File: src/rtl/router_pkg.sv
// Router control shared definitions.
// State encoding, port count and timeout length.
package router_pkg;

  localparam int PORTS   = 3;
  localparam int ADDR_W  = 2;
  localparam int TIMEOUT = 30;
  localparam int CNT_W   = 5;

  typedef enum logic [2:0] {
    DECODE_ADDRESS,
    WAIT_TILL_EMPTY,
    LOAD_FIRST_DATA,
    LOAD_DATA,
    FIFO_FULL_STATE,
    CHECK_PARITY
  } state_e;

  function automatic logic [PORTS-1:0] port_sel(
    input logic [ADDR_W-1:0] a
  );
    logic [PORTS-1:0] one;
    one = {{(PORTS-1){1'b0}}, 1'b1};
    return one << a;
  endfunction

endpackage

File: src/rtl/router_ctrl_if.sv
// Source/FIFO-side bundle of the router controller.
// master = environment, slave = controller.
interface router_ctrl_if;
  import router_pkg::*;

  logic             pkt_valid;
  logic [7:0]       data_in;
  logic [PORTS-1:0] fifo_full;
  logic [PORTS-1:0] fifo_empty;
  logic [PORTS-1:0] read_enb;
  logic [PORTS-1:0] write_enb;
  logic [7:0]       fifo_din;
  logic             lfd_state;
  logic             busy;
  logic [PORTS-1:0] vld_out;
  logic [PORTS-1:0] soft_reset;
  logic             err;
  logic             detect_add;

  modport master (
    output pkt_valid, data_in, fifo_full,
    output fifo_empty, read_enb,
    input  write_enb, fifo_din, lfd_state,
    input  busy, vld_out, soft_reset,
    input  err, detect_add
  );

  modport slave (
    input  pkt_valid, data_in, fifo_full,
    input  fifo_empty, read_enb,
    output write_enb, fifo_din, lfd_state,
    output busy, vld_out, soft_reset,
    output err, detect_add
  );

endinterface

File: src/rtl/router_timeout.sv
// Per-port idle watchdog: pulses soft_reset on
// the 30th consecutive unread cycle of valid data.
module router_timeout
  import router_pkg::*;
(
  input  logic clock,
  input  logic resetn,
  input  logic vld,
  input  logic read,
  output logic soft_reset
);

  logic [CNT_W-1:0] cnt_q, cnt_d;
  logic             idle;
  logic             hit;

  always_comb begin
    idle = vld & ~read;
    hit  = idle && (cnt_q == CNT_W'(TIMEOUT - 1));
    if (!idle || hit) cnt_d = '0;
    else              cnt_d = cnt_q + 1'b1;
  end

  assign soft_reset = hit & resetn;

  always_ff @(posedge clock) begin
    if (!resetn) cnt_q <= '0;
    else         cnt_q <= cnt_d;
  end

endmodule

File: src/rtl/router_ctrl.sv
// Router packet controller: header decode, FIFO
// write steering, parity check, per-port timeout.
module router_ctrl
  import router_pkg::*;
(
  input logic          clock,
  input logic          resetn,
  router_ctrl_if.slave bus
);

  state_e              state_q, state_d;
  logic [7:0]          hdr_q, hdr_d;
  logic [ADDR_W-1:0]   addr_q, addr_d;
  logic [7:0]          parity_q, parity_d;
  logic                err_q, err_d;

  logic [PORTS-1:0]    vld_out;
  logic [PORTS-1:0]    soft_rst;
  logic [ADDR_W-1:0]   hdr_addr;
  logic                sr;
  logic                full;
  logic [PORTS-1:0]    write_enb;
  logic [7:0]          fifo_din;
  logic                lfd_state;
  logic                busy;
  logic                detect_add;

  assign vld_out  = ~bus.fifo_empty;
  assign hdr_addr = bus.data_in[ADDR_W-1:0];
  assign sr       = soft_rst[addr_q];
  assign full     = bus.fifo_full[addr_q];

  for (genvar i = 0; i < PORTS; i++) begin : g_to
    router_timeout u_to (
      .clock      (clock),
      .resetn     (resetn),
      .vld        (vld_out[i]),
      .read       (bus.read_enb[i]),
      .soft_reset (soft_rst[i])
    );
  end

  always_ff @(posedge clock) begin
    if (!resetn) begin
      state_q  <= DECODE_ADDRESS;
      hdr_q    <= '0;
      addr_q   <= '0;
      parity_q <= '0;
      err_q    <= 1'b0;
    end else begin
      state_q  <= state_d;
      hdr_q    <= hdr_d;
      addr_q   <= addr_d;
      parity_q <= parity_d;
      err_q    <= err_d;
    end
  end

  always_comb begin
    state_d  = state_q;
    hdr_d    = hdr_q;
    addr_d   = addr_q;
    parity_d = parity_q;
    err_d    = err_q;
    unique case (state_q)
      DECODE_ADDRESS: begin
        if (bus.pkt_valid && hdr_addr != 2'b11) begin
          hdr_d   = bus.data_in;
          addr_d  = hdr_addr;
          state_d = bus.fifo_empty[hdr_addr] ?
                    LOAD_FIRST_DATA : WAIT_TILL_EMPTY;
        end
      end
      WAIT_TILL_EMPTY: begin
        if (sr)
          state_d = DECODE_ADDRESS;
        else if (bus.fifo_empty[addr_q])
          state_d = LOAD_FIRST_DATA;
      end
      LOAD_FIRST_DATA: begin
        if (sr) begin
          state_d = DECODE_ADDRESS;
        end else begin
          parity_d = hdr_q;
          err_d    = 1'b0;
          state_d  = LOAD_DATA;
        end
      end
      LOAD_DATA: begin
        if (sr) begin
          state_d = DECODE_ADDRESS;
        end else if (full) begin
          state_d = FIFO_FULL_STATE;
        end else if (bus.pkt_valid) begin
          parity_d = parity_q ^ bus.data_in;
        end else begin
          // pkt_valid low marks the parity byte
          err_d   = (bus.data_in != parity_q);
          state_d = CHECK_PARITY;
        end
      end
      FIFO_FULL_STATE: begin
        if (sr)
          state_d = DECODE_ADDRESS;
        else if (!full)
          state_d = LOAD_DATA;
      end
      CHECK_PARITY: state_d = DECODE_ADDRESS;
      default:      state_d = DECODE_ADDRESS;
    endcase
  end

  always_comb begin
    write_enb  = '0;
    fifo_din   = bus.data_in;
    lfd_state  = 1'b0;
    busy       = 1'b1;
    detect_add = 1'b0;
    unique case (state_q)
      DECODE_ADDRESS: begin
        busy       = 1'b0;
        detect_add = 1'b1;
      end
      LOAD_FIRST_DATA: begin
        lfd_state = 1'b1;
        fifo_din  = hdr_q;
        if (!sr) write_enb = port_sel(addr_q);
      end
      LOAD_DATA: begin
        busy = full;
        if (!full && !sr) write_enb = port_sel(addr_q);
      end
      default: busy = 1'b1;
    endcase
    if (!resetn) begin
      write_enb = '0;
      lfd_state = 1'b0;
    end
  end

  assign bus.write_enb  = write_enb;
  assign bus.fifo_din   = fifo_din;
  assign bus.lfd_state  = lfd_state;
  assign bus.busy       = busy;
  assign bus.detect_add = detect_add;
  assign bus.vld_out    = vld_out;
  assign bus.soft_reset = soft_rst;
  assign bus.err        = err_q;

endmodule
File: src/flat_wrapper.sv
// flat-port wrapper written by rule: the top's interface ports become plain ports
module router_ctrl_flat import router_pkg::*;
  (clock, resetn, bus_pkt_valid, bus_data_in, bus_fifo_full, bus_fifo_empty, bus_read_enb, bus_write_enb, bus_fifo_din, bus_lfd_state, bus_busy, bus_vld_out, bus_soft_reset, bus_err, bus_detect_add);
  router_ctrl_if bus_i ();
  input logic clock;
  input logic resetn;
  input wire logic [$bits(bus_i.pkt_valid)-1:0] bus_pkt_valid;
  input wire logic [$bits(bus_i.data_in)-1:0] bus_data_in;
  input wire logic [$bits(bus_i.fifo_full)-1:0] bus_fifo_full;
  input wire logic [$bits(bus_i.fifo_empty)-1:0] bus_fifo_empty;
  input wire logic [$bits(bus_i.read_enb)-1:0] bus_read_enb;
  output wire logic [$bits(bus_i.write_enb)-1:0] bus_write_enb;
  output wire logic [$bits(bus_i.fifo_din)-1:0] bus_fifo_din;
  output wire logic [$bits(bus_i.lfd_state)-1:0] bus_lfd_state;
  output wire logic [$bits(bus_i.busy)-1:0] bus_busy;
  output wire logic [$bits(bus_i.vld_out)-1:0] bus_vld_out;
  output wire logic [$bits(bus_i.soft_reset)-1:0] bus_soft_reset;
  output wire logic [$bits(bus_i.err)-1:0] bus_err;
  output wire logic [$bits(bus_i.detect_add)-1:0] bus_detect_add;
  assign bus_i.pkt_valid = bus_pkt_valid;
  assign bus_i.data_in = bus_data_in;
  assign bus_i.fifo_full = bus_fifo_full;
  assign bus_i.fifo_empty = bus_fifo_empty;
  assign bus_i.read_enb = bus_read_enb;
  assign bus_write_enb = bus_i.write_enb;
  assign bus_fifo_din = bus_i.fifo_din;
  assign bus_lfd_state = bus_i.lfd_state;
  assign bus_busy = bus_i.busy;
  assign bus_vld_out = bus_i.vld_out;
  assign bus_soft_reset = bus_i.soft_reset;
  assign bus_err = bus_i.err;
  assign bus_detect_add = bus_i.detect_add;
  router_ctrl u_core (.clock(clock), .resetn(resetn), .bus(bus_i));
endmodule
File: config.mk
export PLATFORM = sky130hd
export DESIGN_NAME = router_ctrl_flat
export DESIGN_NICKNAME = d
export VERILOG_FILES = /design/src/rtl/router_pkg.sv /design/src/rtl/router_ctrl_if.sv /design/src/rtl/router_timeout.sv /design/src/rtl/router_ctrl.sv /design/src/flat_wrapper.sv
export SDC_FILE = /design/constraint.sdc
export NUM_CORES = 1
export LEC_CHECK = 0
export ABC_CLOCK_PERIOD_IN_PS = 2370
export CORE_MARGIN = 5
export CORE_UTILIZATION = 52
export DETAILED_ROUTE_END_ITERATION = 12
export GPL_TIMING_DRIVEN = 0
export HOLD_SLACK_MARGIN = 0.08
export MAX_ROUTING_LAYER = met4
export PLACE_DENSITY = 0.8
export SYNTH_ARGS = -nofsm -noshare
export SYNTH_HDL_FRONTEND = slang
export SYNTH_SLANG_ARGS = --single-unit
File: constraint.sdc
create_clock -name clock -period 2.37 [get_ports clock]
set_clock_uncertainty 0.2 [all_clocks]
set_input_delay 0.3555 -clock clock [delete_from_list [all_inputs] [get_ports clock]]
set_output_delay 0.3555 -clock clock [all_outputs]
set_load 0.05 [all_outputs]
Word-level counts from Yosys, hierarchy flattened
Cells that the tools add are included.

Register bits after elaboration: 37. Input bits: 20. Output and inout port bits: 21. Logic and storage cells: 104.

$add $sub $neg: 3. $lt $le $gt $ge: 2. Equal/unequal tests: 18. Shift-type cells: 1. Muxes and demuxes: 38. Bitwise operators: 12. Reduce and logical (&&, ||, !) cells: 22.

Operator list (number): two-way mux 8 bit (5); two-way mux 3 bit (11); one-hot mux 8 bit (2 select lines) (1); adder 5 x 1 -> 5 bit (second input constant) (3); equality test 5 bit (second input constant) (3); one-hot mux 3 bit (5 select lines) (1); inequality test 2 bit (second input constant) (6); two-way mux 1 bit (11); AND reduction 5 bit (2); binary-select mux 1 bit (select 2 bit) (4); inequality test 8 bit (1); bitwise XOR 8 bit (1); bitwise AND 1 bit (6); equality test 3 x 2 -> 1 bit (second input constant) (2); less-than comparator 2 x 3 -> 1 bit (second input constant) (2); one-hot mux 3 bit (2 select lines) (1); OR reduction 2 bit (3); logical AND 1 bit (5); logical NOT 1 bit (5); two-way mux 2 bit (2); inequality test 4 x 2 -> 1 bit (second input constant) (1); inverter 1 bit (4); one-hot mux 1 bit (2 select lines) (2); AND reduction 4 bit (1); other kinds (11) (13).

Longest topological paths before layout
Depth in word-level cells: 11. Depth in mapped cells: 8.

Hierarchy
A second synthesis with hierarchy kept.

Cells, all modules: 249. Area, all modules: 2087.0 µm².

By module, submodules not included: router_ctrl (instances 1, cells an instance 183, area each 1456.4 µm², sequential area each 400.4 µm²); router_timeout (instances 3, cells an instance 22, area each 210.2 µm², sequential area each 100.1 µm²).

Least setup slack after synthesis
No wires, ideal clock.

Kind: register to output. Start: reg u_core.g_to[0].u_to.cnt_q[1]. End: out bus_write_enb[2]. Arrival time: 2834 ps. Data required time: 1815 ps. Slack: -1020 ps. Stages on the path, launching flop included: 8. Path through: dfxtp_1 -> inv_1 -> ha_1 -> nand4_2 -> nor4_4 -> a221o_2 -> nor2_1 -> nor4b_1.

Longest elaborated chain between the ends: 10. Elaborated cells between the ends (all ways): 11. Those cells by class: 1 x eq/ne; 6 x mux; 1 x bitwise; 3 x reduce/logical.

RTL lines: start, declared (RTL line router_timeout.sv:13) `logic [CNT_W-1:0] cnt_q, cnt_d;`; start signal, assigned (RTL line router_timeout.sv:28) `else cnt_q <= cnt_d;`; equality test 5 bit * (RTL line router_timeout.sv:19) `hit = idle && (cnt_q == CNT_W'(TIMEOUT - 1));`; logical AND 1 bit * (RTL line router_timeout.sv:19); bitwise AND 1 bit * (RTL line router_timeout.sv:24) `assign soft_reset = hit & resetn;`; via u_core.g_to[0].u_to.soft_reset (RTL line router_timeout.sv:10) `output logic soft_reset`; binary-select mux 1 bit (select 2 bit) * (RTL line router_ctrl.sv:30) `assign sr = soft_rst[addr_q];`; two-way mux 1 bit (not written as such) * (RTL line router_ctrl.sv:30); logical NOT 1 bit; logical AND 1 bit (RTL line router_ctrl.sv:131) `if (!full && !sr) write_enb = port_sel(addr_q);`; two-way mux 3 bit (RTL line router_ctrl.sv:131); one-hot mux 3 bit (2 select lines) * (RTL line router_ctrl.sv:119) `unique case (state_q)`; two-way mux 3 bit * (RTL line router_ctrl.sv:135) `if (!resetn) begin`; end, declared (RTL line flat_wrapper.sv:12) `output wire logic [$bits(bus_i.write_enb)-1:0] bus_write_enb;`.

Mark *: on every way through the listed nets, which the timed path passes. The rest lies on a longest branch. The select of a mux whose other input is x is not followed.

Worst setup path after layout
Start: reg u_core.g_to[2].u_to.cnt_q[1]. End: out bus_write_enb[2].

Longest elaborated chain between the ends: 10. Elaborated cells between the ends (all ways): 11. Those cells by class: 1 x eq/ne; 6 x mux; 1 x bitwise; 3 x reduce/logical.

RTL lines (RTL line): start, declared (router_timeout.sv:13); start signal, assigned (router_timeout.sv:28); equality test 5 bit * (router_timeout.sv:19); logical AND 1 bit * (router_timeout.sv:19); bitwise AND 1 bit * (router_timeout.sv:24); binary-select mux 1 bit (select 2 bit) * (router_ctrl.sv:30); two-way mux 1 bit (not written as such) * (router_ctrl.sv:30); logical NOT 1 bit; logical AND 1 bit (router_ctrl.sv:131); two-way mux 3 bit (router_ctrl.sv:131); one-hot mux 3 bit (2 select lines) * (router_ctrl.sv:119); two-way mux 3 bit * (router_ctrl.sv:135).

Mark *: on every way between the ends. The rest lies on a longest branch, timed or not. The select of a mux whose other input is x is not followed.

==> out/qor.yml <==
status: "finished, violations left"
violations: "negative setup slack"
synth_area_leaders: "dfxtp_1, a21oi_1, xor2_1, nand3_1, nor2_1"
path_delay_family: "simple AND/OR/NAND/NOR gates"
finalHoldViolCount: 0
drv_cap: 0
synth-edff-count: 0
max_stage_delay_ns: 0.36
ir_drop_mv: 0.506
grt.total_usage: 0.230
arrival_ns: 1.98
wl_per_cell_um: 15.7
synth_fp_nets: 280
cts.hold.buffers_added: 0
grt_start_max_net_pins: 11
worst-path-buf-inv: 2
globalplace.congestion: 0.872
rows: 23
cpMaxStageDelayCell: "a221o_2"
path_clk_slew_ns: 0.07
rsz0062_at_grt: "true"
path_cells: "inv_2 > ha_4 > nand4_1 > nor4_4 > a221o_2 > nor2_4 > nor4b_4 > buf_6"
relSlewSlack: 0.559
layout-drive-gt1-share: 0.292
drt_iter0_drc: 191
dieArea_um2: 5580
clk_latency_ns: 0.29
grt_pass1_vias: 2038
worst_slack_ns: -0.162
crit_type: "reg -> out"
ys_types: 54
dr_total_vias: 2057
leakage_nw: 1.12
synth_largest_area_cell: "dfxtp_1"
cts_buffer_depth: 2
hold_slack_ns: 0.243
drt-total-wl_um: 5680
overflow: 0
fin_area_um2: 2880
max_freq_ghz: 0.395
grt_pass1_wl_um: 9560
end_kind: "output pin"
worstMarginPinSlew_ns: 0.662
finalSetupViolCount: 3
portBuffers: 39
layout_commonest_cell: "dfxtp_1"
final-max-slew-violation-count: 0
cp.required_ns: 1.81
hold_path.class: "in -> reg"
via_per_inst: 5.68
final_util: 0.714
multi_input_area_um2: 1390
yosys_warnings: 0
period_share: 1.07
cts.sinks: 35
cts_buffers: 5
powerDensity_nw_per_um2: 815
yosysSeqAreaShare: 0.322
p_total_mw: 2.34
synthCells: 254
worstPathMaxFanout: 4
syn-cell-area_um2: 2180
syn2layout_area_growth_pct: 32.0
hpwl_um: 3890
nets: 337
synth_area_per_cell_um2: 8.58
fin_cells: 362
placed_cells: 343
antenna_left: 0
die_w_um: 74.7
core_um2: 4030
cts-root-buf: "clkbuf_8"
fp.dieH_um: 74.7
postSynthRegisterBits: 35
filler_cell_count: 327
initial_core_util: 0.541
register_area_um2: 709
period_minus_slack_ns: 2.53
dpl-instance-area_um2: 2650
antenna_found_initial: 0
drc: 0
synthFlopType: "dfxtp_1"
final_cell_mix: "dfxtp_1, a21oi_1, nor2_1"
antenna_cells: 0
cp-start-kind: "flip-flop"
dr.pass1.iters: 4
synthArstFlopShare: 0
cts_max_level: 2
tritoncts: "done"
synth_top_area_frac: 0.322
io_pins: 41
-- layout make-up --
type	count	area share
Multi-Input combinational cell	187	0.485
Tap cell	50	0.0218
Timing Repair Buffer	51	0.152
Clock inverter	1	0.00174
Buffer	21	0.0492
Sequential cell	35	0.247
Clock buffer	7	0.0265
Inverter	10	0.0174
-- logic make-up (layout without fill, tap and decap cells) --
group / Yosys count / count (layout) / synth area share
xor+xnor: 18 / 18 / 0.0724
flops: 35 / 35 / 0.322
compound gates: 63 / 63 / 0.190
simple gates: 90 / 90 / 0.242
fa+ha+maj: 6 / 6 / 0.0345
mux: 10 / 10 / 0.0517
buf+inv: 32 / 90 / 0.0873
-- where the power goes --
group	switching, mW	internal [mW]
logic	0.781	0.445
clock network	0.214	0.206
registers	0.0540	0.644
total	1.05	1.29
-- sequential cells by signal, indices dropped and copies added (netlist names) --
register and flops:
u_core.addr_q 1, u_core.state_q 3, u_core.parity_q 8, u_core.bus.err 1
u_core.hdr_q 7, u_core.g_to.u_to.cnt_q 15
-- timing repair --
| item | in CTS | in global routing |
|---|---|---|
| resized for setup | 105 | 10 |
| pin swaps | 6 | 5 |
| endpoints found under the setup margin | 19 | 8 |
| buffers inserted | 9 | 3 |
-- tightest hold or removal path, cell delays in order --
cell	delay (ns)
clkbuf_1	0.17
nand3_1	0.11
a21oi_1	0.06
-- Yosys cell counts, types with 2 or more instances --
library cell,number
dfxtp_1,35
a21oi_1,25
nor2_1,22
nand3_1,17
nand2_1,15
xor2_1,14
inv_1,9
o21ai_1,9
o311ai_1,9
clkbuf_1,8
nor3b_1,8
buf_4,7
mux2_2,7
ha_1,6
xnor2_1,4
a31oi_1,3
and3_1,3
buf_2,3
buf_6,3
nor3_1,3
a21boi_0,2
mux2i_1,2
nand2b_1,2
nand3b_1,2
nand4_1,2
nand4_2,2
nor4_1,2
nor4_4,2
o211ai_2,2
o21ai_0,2
-- stage by stage --
step                setup WS (ns)  setup TNS (ns)
finish                     -0.162          -0.354
global route               -0.241          -0.561
CTS                        -0.196          -0.733
detailed placement          -1.04          -12.24
global placement            -1.03          -11.85
floorplan                -0.00987        -0.00987
-- per-layer routing --
layer / part of all wire / GRT usage
met1: 0.44 / 0.281
met3: 0.046 / 0.0414
met5: 0 / -
met4: 0.019 / 0.0968
met2: 0.49 / 0.372
-- worst paths after layout --
check                                                  to                               startpoint  depth (start not counted)  slack [ns]
setup reg to reg           u_core.state_q[1]$_SDFFE_PN0P_  u_core.g_to[2].u_to.cnt_q[1]$_SDFF_PP0_                          9        0.13
setup / recovery                         bus_write_enb[2]  u_core.g_to[2].u_to.cnt_q[1]$_SDFF_PP0_                          8       -0.16
hold / removal              u_core.addr_q[0]$_SDFFE_PN0P_                           bus_data_in[0]                          3        0.24
hold reg to reg   u_core.g_to[0].u_to.cnt_q[0]$_SDFF_PP0_  u_core.g_to[0].u_to.cnt_q[0]$_SDFF_PP0_                          1        0.24
Power figures use the tool's default switching activity.
